==> src/rtl/uart_rx.sv <==
// uart_rx: 8N1 serial receiver with oversampled mid-bit sampling, a one-byte
// holding register and sticky frame-error / overrun flags.
module uart_rx #(
  parameter int unsigned OVERSAMPLE = 16
) (
  input  logic       rxclk,
  input  logic       reset,
  input  logic       rx_enable,
  input  logic       rx_in,
  input  logic       uld_rx_data,
  output logic [7:0] rx_data,
  output logic       rx_empty,
  output logic       rx_frame_err,
  output logic       rx_overrun
);

  localparam int unsigned DATA_W = 8;
  localparam int unsigned IDX_W  = 3;
  localparam int unsigned CNT_W  = $clog2(OVERSAMPLE);

  // The E0 edge itself is sample 0 of the start bit, so the start-bit
  // middle is reached when the counter shows OVERSAMPLE/2-2 (E0 + OVERSAMPLE/2-1).
  localparam logic [CNT_W-1:0] START_LAST = CNT_W'(OVERSAMPLE / 2 - 2);
  localparam logic [CNT_W-1:0] BIT_LAST   = CNT_W'(OVERSAMPLE - 1);
  localparam logic [IDX_W-1:0] IDX_LAST   = IDX_W'(DATA_W - 1);

  typedef enum logic [1:0] {
    ST_IDLE,
    ST_START,
    ST_DATA,
    ST_STOP
  } state_e;

  state_e              state_q,     state_d;
  logic [1:0]          sync_q,      sync_d;
  logic [CNT_W-1:0]    cnt_q,       cnt_d;
  logic [IDX_W-1:0]    bit_idx_q,   bit_idx_d;
  logic [DATA_W-1:0]   shift_q,     shift_d;
  logic [DATA_W-1:0]   rx_data_q,   rx_data_d;
  logic                rx_empty_q,  rx_empty_d;
  logic                frame_err_q, frame_err_d;
  logic                overrun_q,   overrun_d;
  logic                rxs;
  logic                load_c;

  // Synchronized serial line; every line decision uses this.
  assign rxs = sync_q[1];

  // Next-state, datapath and flag logic.
  always_comb begin
    state_d     = state_q;
    sync_d      = {sync_q[0], rx_in};
    cnt_d       = cnt_q;
    bit_idx_d   = bit_idx_q;
    shift_d     = shift_q;
    rx_data_d   = rx_data_q;
    rx_empty_d  = rx_empty_q;
    frame_err_d = frame_err_q;
    overrun_d   = overrun_q;
    load_c      = 1'b0;

    unique case (state_q)
      ST_IDLE: begin
        cnt_d     = '0;
        bit_idx_d = '0;
        if (rx_enable && !rxs) begin
          state_d = ST_START;
        end
      end

      ST_START: begin
        if (!rx_enable) begin
          state_d = ST_IDLE;
          cnt_d   = '0;
        end else if (cnt_q == START_LAST) begin
          cnt_d     = '0;
          bit_idx_d = '0;
          state_d   = rxs ? ST_IDLE : ST_DATA;
        end else begin
          cnt_d = cnt_q + CNT_W'(1);
        end
      end

      ST_DATA: begin
        if (!rx_enable) begin
          state_d = ST_IDLE;
          cnt_d   = '0;
        end else if (cnt_q == BIT_LAST) begin
          shift_d   = {rxs, shift_q[DATA_W-1:1]};
          cnt_d     = '0;
          bit_idx_d = bit_idx_q + IDX_W'(1);
          if (bit_idx_q == IDX_LAST) begin
            state_d = ST_STOP;
          end
        end else begin
          cnt_d = cnt_q + CNT_W'(1);
        end
      end

      ST_STOP: begin
        if (!rx_enable) begin
          state_d = ST_IDLE;
          cnt_d   = '0;
        end else if (cnt_q == BIT_LAST) begin
          load_c  = 1'b1;
          cnt_d   = '0;
          state_d = ST_IDLE;
        end else begin
          cnt_d = cnt_q + CNT_W'(1);
        end
      end

      default: begin
        state_d = ST_IDLE;
        cnt_d   = '0;
      end
    endcase

    // Unload acknowledges the held byte; a coincident load overrides it below.
    if (uld_rx_data) begin
      rx_empty_d  = 1'b1;
      frame_err_d = 1'b0;
      overrun_d   = 1'b0;
    end

    if (load_c) begin
      rx_data_d  = shift_q;
      rx_empty_d = 1'b0;
      if (uld_rx_data) begin
        frame_err_d = !rxs;
        overrun_d   = 1'b0;
      end else begin
        frame_err_d = frame_err_q | !rxs;
        overrun_d   = overrun_q | !rx_empty_q;
      end
    end
  end

  // All state, including the synchronizer and output registers.
  always_ff @(posedge rxclk or posedge reset) begin
    if (reset) begin
      state_q     <= ST_IDLE;
      sync_q      <= 2'b11;
      cnt_q       <= '0;
      bit_idx_q   <= '0;
      shift_q     <= '0;
      rx_data_q   <= '0;
      rx_empty_q  <= 1'b1;
      frame_err_q <= 1'b0;
      overrun_q   <= 1'b0;
    end else begin
      state_q     <= state_d;
      sync_q      <= sync_d;
      cnt_q       <= cnt_d;
      bit_idx_q   <= bit_idx_d;
      shift_q     <= shift_d;
      rx_data_q   <= rx_data_d;
      rx_empty_q  <= rx_empty_d;
      frame_err_q <= frame_err_d;
      overrun_q   <= overrun_d;
    end
  end

  assign rx_data      = rx_data_q;
  assign rx_empty     = rx_empty_q;
  assign rx_frame_err = frame_err_q;
  assign rx_overrun   = overrun_q;

endmodule
==> config.mk <==
export PLATFORM = sky130hd
export DESIGN_NAME = uart_rx
export DESIGN_NICKNAME = d
export VERILOG_FILES = /design/src/rtl/uart_rx.sv
export SDC_FILE = /design/constraint.sdc
export NUM_CORES = 1
export LEC_CHECK = 0
export ABC_CLOCK_PERIOD_IN_PS = 2200
export CAP_MARGIN = 20
export CORE_MARGIN = 1.5
export CORE_UTILIZATION = 40
export CTS_BUF_LIST = sky130_fd_sc_hd__clkbuf_2 sky130_fd_sc_hd__clkbuf_4 sky130_fd_sc_hd__clkbuf_8
export DETAILED_ROUTE_END_ITERATION = 10
export PLACE_DENSITY = 0.67
export SYNTH_ARGS = -nofsm -noshare
export SYNTH_HDL_FRONTEND = slang
export SYNTH_SLANG_ARGS = --single-unit
export TNS_END_PERCENT = 20
==> constraint.sdc <==
create_clock -name rxclk -period 2.2 [get_ports rxclk]
set_input_delay 0.44 -clock rxclk [delete_from_list [all_inputs] [get_ports rxclk]]
set_output_delay 0.44 -clock rxclk [all_outputs]
set_load 0.1 [all_outputs]
* Word level (Yosys, flattened, before mapping)
Index checks and enable logic that the tools add are counted.
Widths: inputs -> output; s select.
** Word-level totals
- Output and inout port bits :: 11
- Logic and storage cells :: 68
- Input bits :: 5
- Bits in registers :: 30
** Operators by class
- Eq/ne operators :: 15
- Muxes and demuxes :: 30
- Bitwise logic cells :: 2
- Reductions and logical operators :: 10
- $add $sub $neg :: 2
** Operators by type and width (number)
- $mux 2 :: 9
- $mux 4 :: 4
- $mux 3 :: 4
- $ne 3x3->1 const B :: 4
- $pmux 4 s3 :: 1
- $mux 1 :: 10
- $ne 2x2->1 const B :: 5
- $reduce_and 5->1 :: 2
- $pmux 3 s3 :: 1
- $pmux 2 s4 :: 1
- $add 4x1->4 const B :: 1
- $eq 2x2->1 const B :: 2
- $eq 4x3->1 const B :: 1
- $eq 4x4->1 const B :: 1
- $add 3x1->3 const B :: 1
- $eq 3x3->1 const B :: 1
- $reduce_and 3->1 :: 1
- $reduce_bool 3->1 :: 1
- $eq 2x1->1 const B :: 1
- $logic_not 1->1 :: 2
- $logic_not 2->1 :: 1
- $or 1x1->1 :: 2
- $reduce_bool 2->1 :: 1
- $reduce_or 2->1 :: 1
- $logic_and 1x1->1 :: 1

* Logic depth before layout (Yosys ltp)
- Word-level depth :: 5
- Gate-level depth with buffers :: 5
- Gate-level depth less buffers :: 5

* Worst setup path after synthesis
OpenSTA, ideal clock, no wires.
- Path kind :: register to register
- From :: register cnt_q[0]
- To :: register rx_data_q[3], in the netlist rx_data[3]
- Stages on the path, launching flop included :: 5
- Clock period less this slack :: 1.469 ns
- Slack :: 0.731 ns
- Buffers on the path :: 0
- Required time :: 2.075 ns
- Arrival :: 1.344 ns
- Cell sequence :: dfrtp_1 -> ha_1 -> nand4_4 -> nor2_4 -> mux2_2
** On the way
- Longest elaborated chain between the ends :: 4
** Ends and longest elaborated chain
- start, declared :: RTL line 36 : logic [CNT_W-1:0] cnt_q, cnt_d;
- start signal, assigned :: RTL line 154 : cnt_q <= cnt_d;
- $eq 4x4->1 :: RTL line 104 : end else if (cnt_q == BIT_LAST) begin
- $mux 1 :: RTL line 104
- $mux 1 :: RTL line 101 : if (!rx_enable) begin
- $mux 1 :: RTL line 62 : unique case (state_q)
- end signal, assigned :: RTL line 157 : rx_data_q <= rx_data_d;
- end, declared :: RTL line 39 : logic [DATA_W-1:0] rx_data_q, rx_data_d;
Every way passes these cells.
A chain may end at the register's enable or synchronous reset.

* Final worst setup path
- From :: register rx_empty_q, in the netlist rx_empty
- To :: output port rx_empty
** RTL lines
- start, declared :: RTL line 40 : logic rx_empty_q, rx_empty_d;
- start signal, assigned :: RTL line 158 : rx_empty_q <= rx_empty_d;
- end, declared :: RTL line 12 : output logic rx_empty,
No word-level cell between the ends.

==> run summary <==
Setup bufs post-CTS: 0
Vias in the first global route: 861
Final nets: 134
Crit path max-delay cell type: dfstp_2
WL/cell: 12.81 um
DP Worst Slack: 0.2433 ns
Count of final hold-check violations: 0
DR pass1 iterations: 4
Post_cts resized: 0
Vias per cell: 4.767
TNS Setup: 0 ns
Final slew viol count: 0
CTS clk-pin slew, worst paths: 0.10 ns
Die area: 3766 sq um
Mapped Cells: 103
FF+latch count, synth: 30
Sequential fraction of the synthesis area: 55.37%
Cell family with most CP delay: flip-flops
Setup violators final: 0
Crit path buffers/inverters: 1
H-tree lvl count: 2
Placed Area: 1543 sq um
Syn_nets: 112
Seq pwr share: 59.4%
Fraction of layout cells with a size suffix above 1: 36.51%
Setup Skew: 0.006228 ns
Slew headroom: 73.03%
Starting Density: 41.16%
Int Power: 729.5 uW
Post-synth EDFFs: 0
MaxCap Viol Count: 0
Area grow syn2layout: 17.91%
Max FO, Critical Path: 3
Routed vias: 820
Main flop type after synthesis: dfrtp_1
HP Class: reg -> reg
Gpl congestion: 0.6917
First-pass GRT wire length: 3781 um
Fraction of registers with async set/reset: 100.0%
Detail Route Antenna Nets: 0
RSZ-0062 raised after global routing: no
Setup ws final: 0.5881 ns
Startpoint Class: register
Core Area: 3311 sq um
# diodes: 0
# clock sinks: 30
Critical Path RT: 1.76 ns
Core Rows: 21
Maximum vdd drop: 264.3 uV
Hold Path Sink: sync_q[1]
Combinational share of power: 4.1%
CP arrival: 1.17 ns
Synth warnings: 0
DIE HEIGHT: 61.37 um
Clock Tree Buf Depth: 2
Worst Max-Slew Pin Slew: 0.4046 ns
Max Fclk: 620.4 MHz
DRT iter0 DRCs: 16
Worst Hold Path Cells: 0
Clock root buffer: clkbuf_4
DR DRC count: 0
Hold Path Origin: sync_q[0]
Status: completed
Post-CTS Hold Buffers: 0
Crit path kind: reg -> out
Fin util: 48.53%
Largest net degree at the start of global routing: 31
Final HPWL DP: 1580 um
TritonCTS clock tree: done
Worst-Skew Late Latency: 0.33 ns
TritonCTS buffer count: 5
FF-to-FF setup slack: 0.60 ns
Switching share of power: 23.78%
Leakage power figure: 0.0008059 uW
Initial antenna violation count: 0
Critical path's largest stage delay: 0.55 ns
Area of the mapped netlist: 1363 sq um
Total GRT Usage: 14.41%
Switching pwr: 227.6 uW
Cell depth of the worst setup path: 1
WL final: 2203 um
Worst-path cell chain: buf_4
R2r startpoint: cnt_q[0]
Clock Power Share: 36.5%
CP Capture Type: output pin
Fin area: 1607 sq um
Reg2Reg Depth: 4
Library cells used by synthesis: 33
Placed cells: 164
Final Critical Period: 1.612 ns
Avg Cell Area, Syn: 13.23 sq um
Fin crit share: 73.27%
Finished Layout Cells: 172
Die extent in x: 61.37 um
Worst R2R End: rx_data[5]
Pwr dens: 595.8 nW/um^2
Grt total ovfl: 0
Port-buffer cells: 15
Top Ports: 16
power by group through the flow:
stage	Clock [uW]	Combinational, uW	Sequential, uW
after floorplan	0	29.8	572
after global placement	0	38.5	579
after detailed placement	0	40.5	579
after CTS	365	40.6	568
after global routing	391	44.6	570
final	350	39.2	568
synthesized netlist by cell type (all sizes together), types with 2 or more instances:
cell type | instances | share of area [%]
o32ai | 3 | 1.9
dfrtp | 27 | 50
nor2 | 9 | 4.2
mux2 | 16 | 14
inv | 5 | 1.4
o21ai | 4 | 1.5
xor2 | 2 | 1.3
nand3 | 3 | 2.0
or2b | 2 | 1.1
dfstp | 3 | 5.8
nand2 | 3 | 0.83
and2 | 2 | 0.92
a21oi | 3 | 1.1
buf | 2 | 1.1
ha | 4 | 3.7
nor2b | 2 | 0.92
layout by cell type, fill, tap and decap left out, types with 2 or more instances in the layout:
| cell | synthesis | routed |
|---|---|---|
| a21oi_1 | 3 | 3 |
| and2_1 | 2 | 2 |
| buf_4 | 2 | 13 |
| clkbuf_4 | 0 | 5 |
| clkdlybuf4s50_1 | 0 | 4 |
| dfrtp_1 | 27 | 27 |
| dfstp_2 | 3 | 3 |
| ha_1 | 4 | 4 |
| inv_1 | 5 | 5 |
| mux2_2 | 13 | 13 |
| mux2_4 | 3 | 3 |
| nand2_1 | 3 | 3 |
| nand3_1 | 2 | 2 |
| nor2_1 | 7 | 7 |
| nor2b_1 | 2 | 2 |
| o21ai_0 | 4 | 4 |
| o32ai_1 | 3 | 3 |
| or2b_1 | 2 | 2 |
| xor2_1 | 2 | 2 |
worst register-to-register path, delay by kind of cell (launching register included):
| kind | cells | cell delay (ns) |
|---|---|---|
| simple gates | 2 | 0.46 |
| flops | 1 | 0.40 |
| mux | 1 | 0.36 |
| fa+ha+maj | 1 | 0.29 |
worst max path at each step:
stage	end	from	slack (ns)
2_1_floorplan	rx_data[3]	cnt_q[0]	0.73
3_3_place_gp	rx_data[7]	rx_enable	0.28
3_5_place_dp	rx_data[5]	rx_enable	0.24
4_1_cts	rx_empty	rx_empty	0.57
5_1_grt	rx_data[3]	cnt_q[0]	0.48
6_report	rx_empty	rx_empty	0.59
per-stage QoR:
| step | power (uW) | hold slack [ns] |
|---|---|---|
| after floorplan | 601.7 | 0.3452 |
| after global placement | 617.0 | 0.3458 |
| after detailed placement | 619.6 | 0.3516 |
| after CTS | 973.6 | 0.3653 |
| after global routing | 1007 | 0.3693 |
| final | 957.1 | 0.3647 |
area by class of cell:
type                    count  area, sq um
well taps                  46        57.56
repair buffers             17        137.6
clock buffers               6        51.30
clock inverters             2        12.51
inverters                   5        18.77
flip-flops and latches     30        754.5
multi-input cells          66        574.3
fillers                   325         1704
logic make-up after synthesis:
family          Yosys count  synth area share [%]
flops                    30                 55.37
simple gates             27                 14.42
mux                      17                 14.78
compound gates           16                 7.990
buf+inv                   7                 2.479
fa+ha+maj                 4                 3.673
xor+xnor                  2                 1.286
layer usage:
| metal | part of all wire, % | wire [um] | global-route usage (%) | up-vias |
|---|---|---|---|---|
| li1 | - | - | - | 412 |
| met1 | 45 | 995 | 17.50 | 387 |
| met2 | 47 | 1038 | 22.19 | 15 |
| met3 | 5.0 | 111 | 6.513 | 6 |
| met4 | 2.6 | 58 | 6.383 | 0 |
| met5 | 0 | 0 | 0 | - |
sequential cells by signal, indices dropped and copies added, names as in the netlist:
name	count
state_q	2
rx_overrun	1
cnt_q	4
rx_data	8
shift_q	8
bit_idx_q	3
sync_q	2
rx_frame_err	1
rx_empty	1
(Power assumes the default switching activity.)
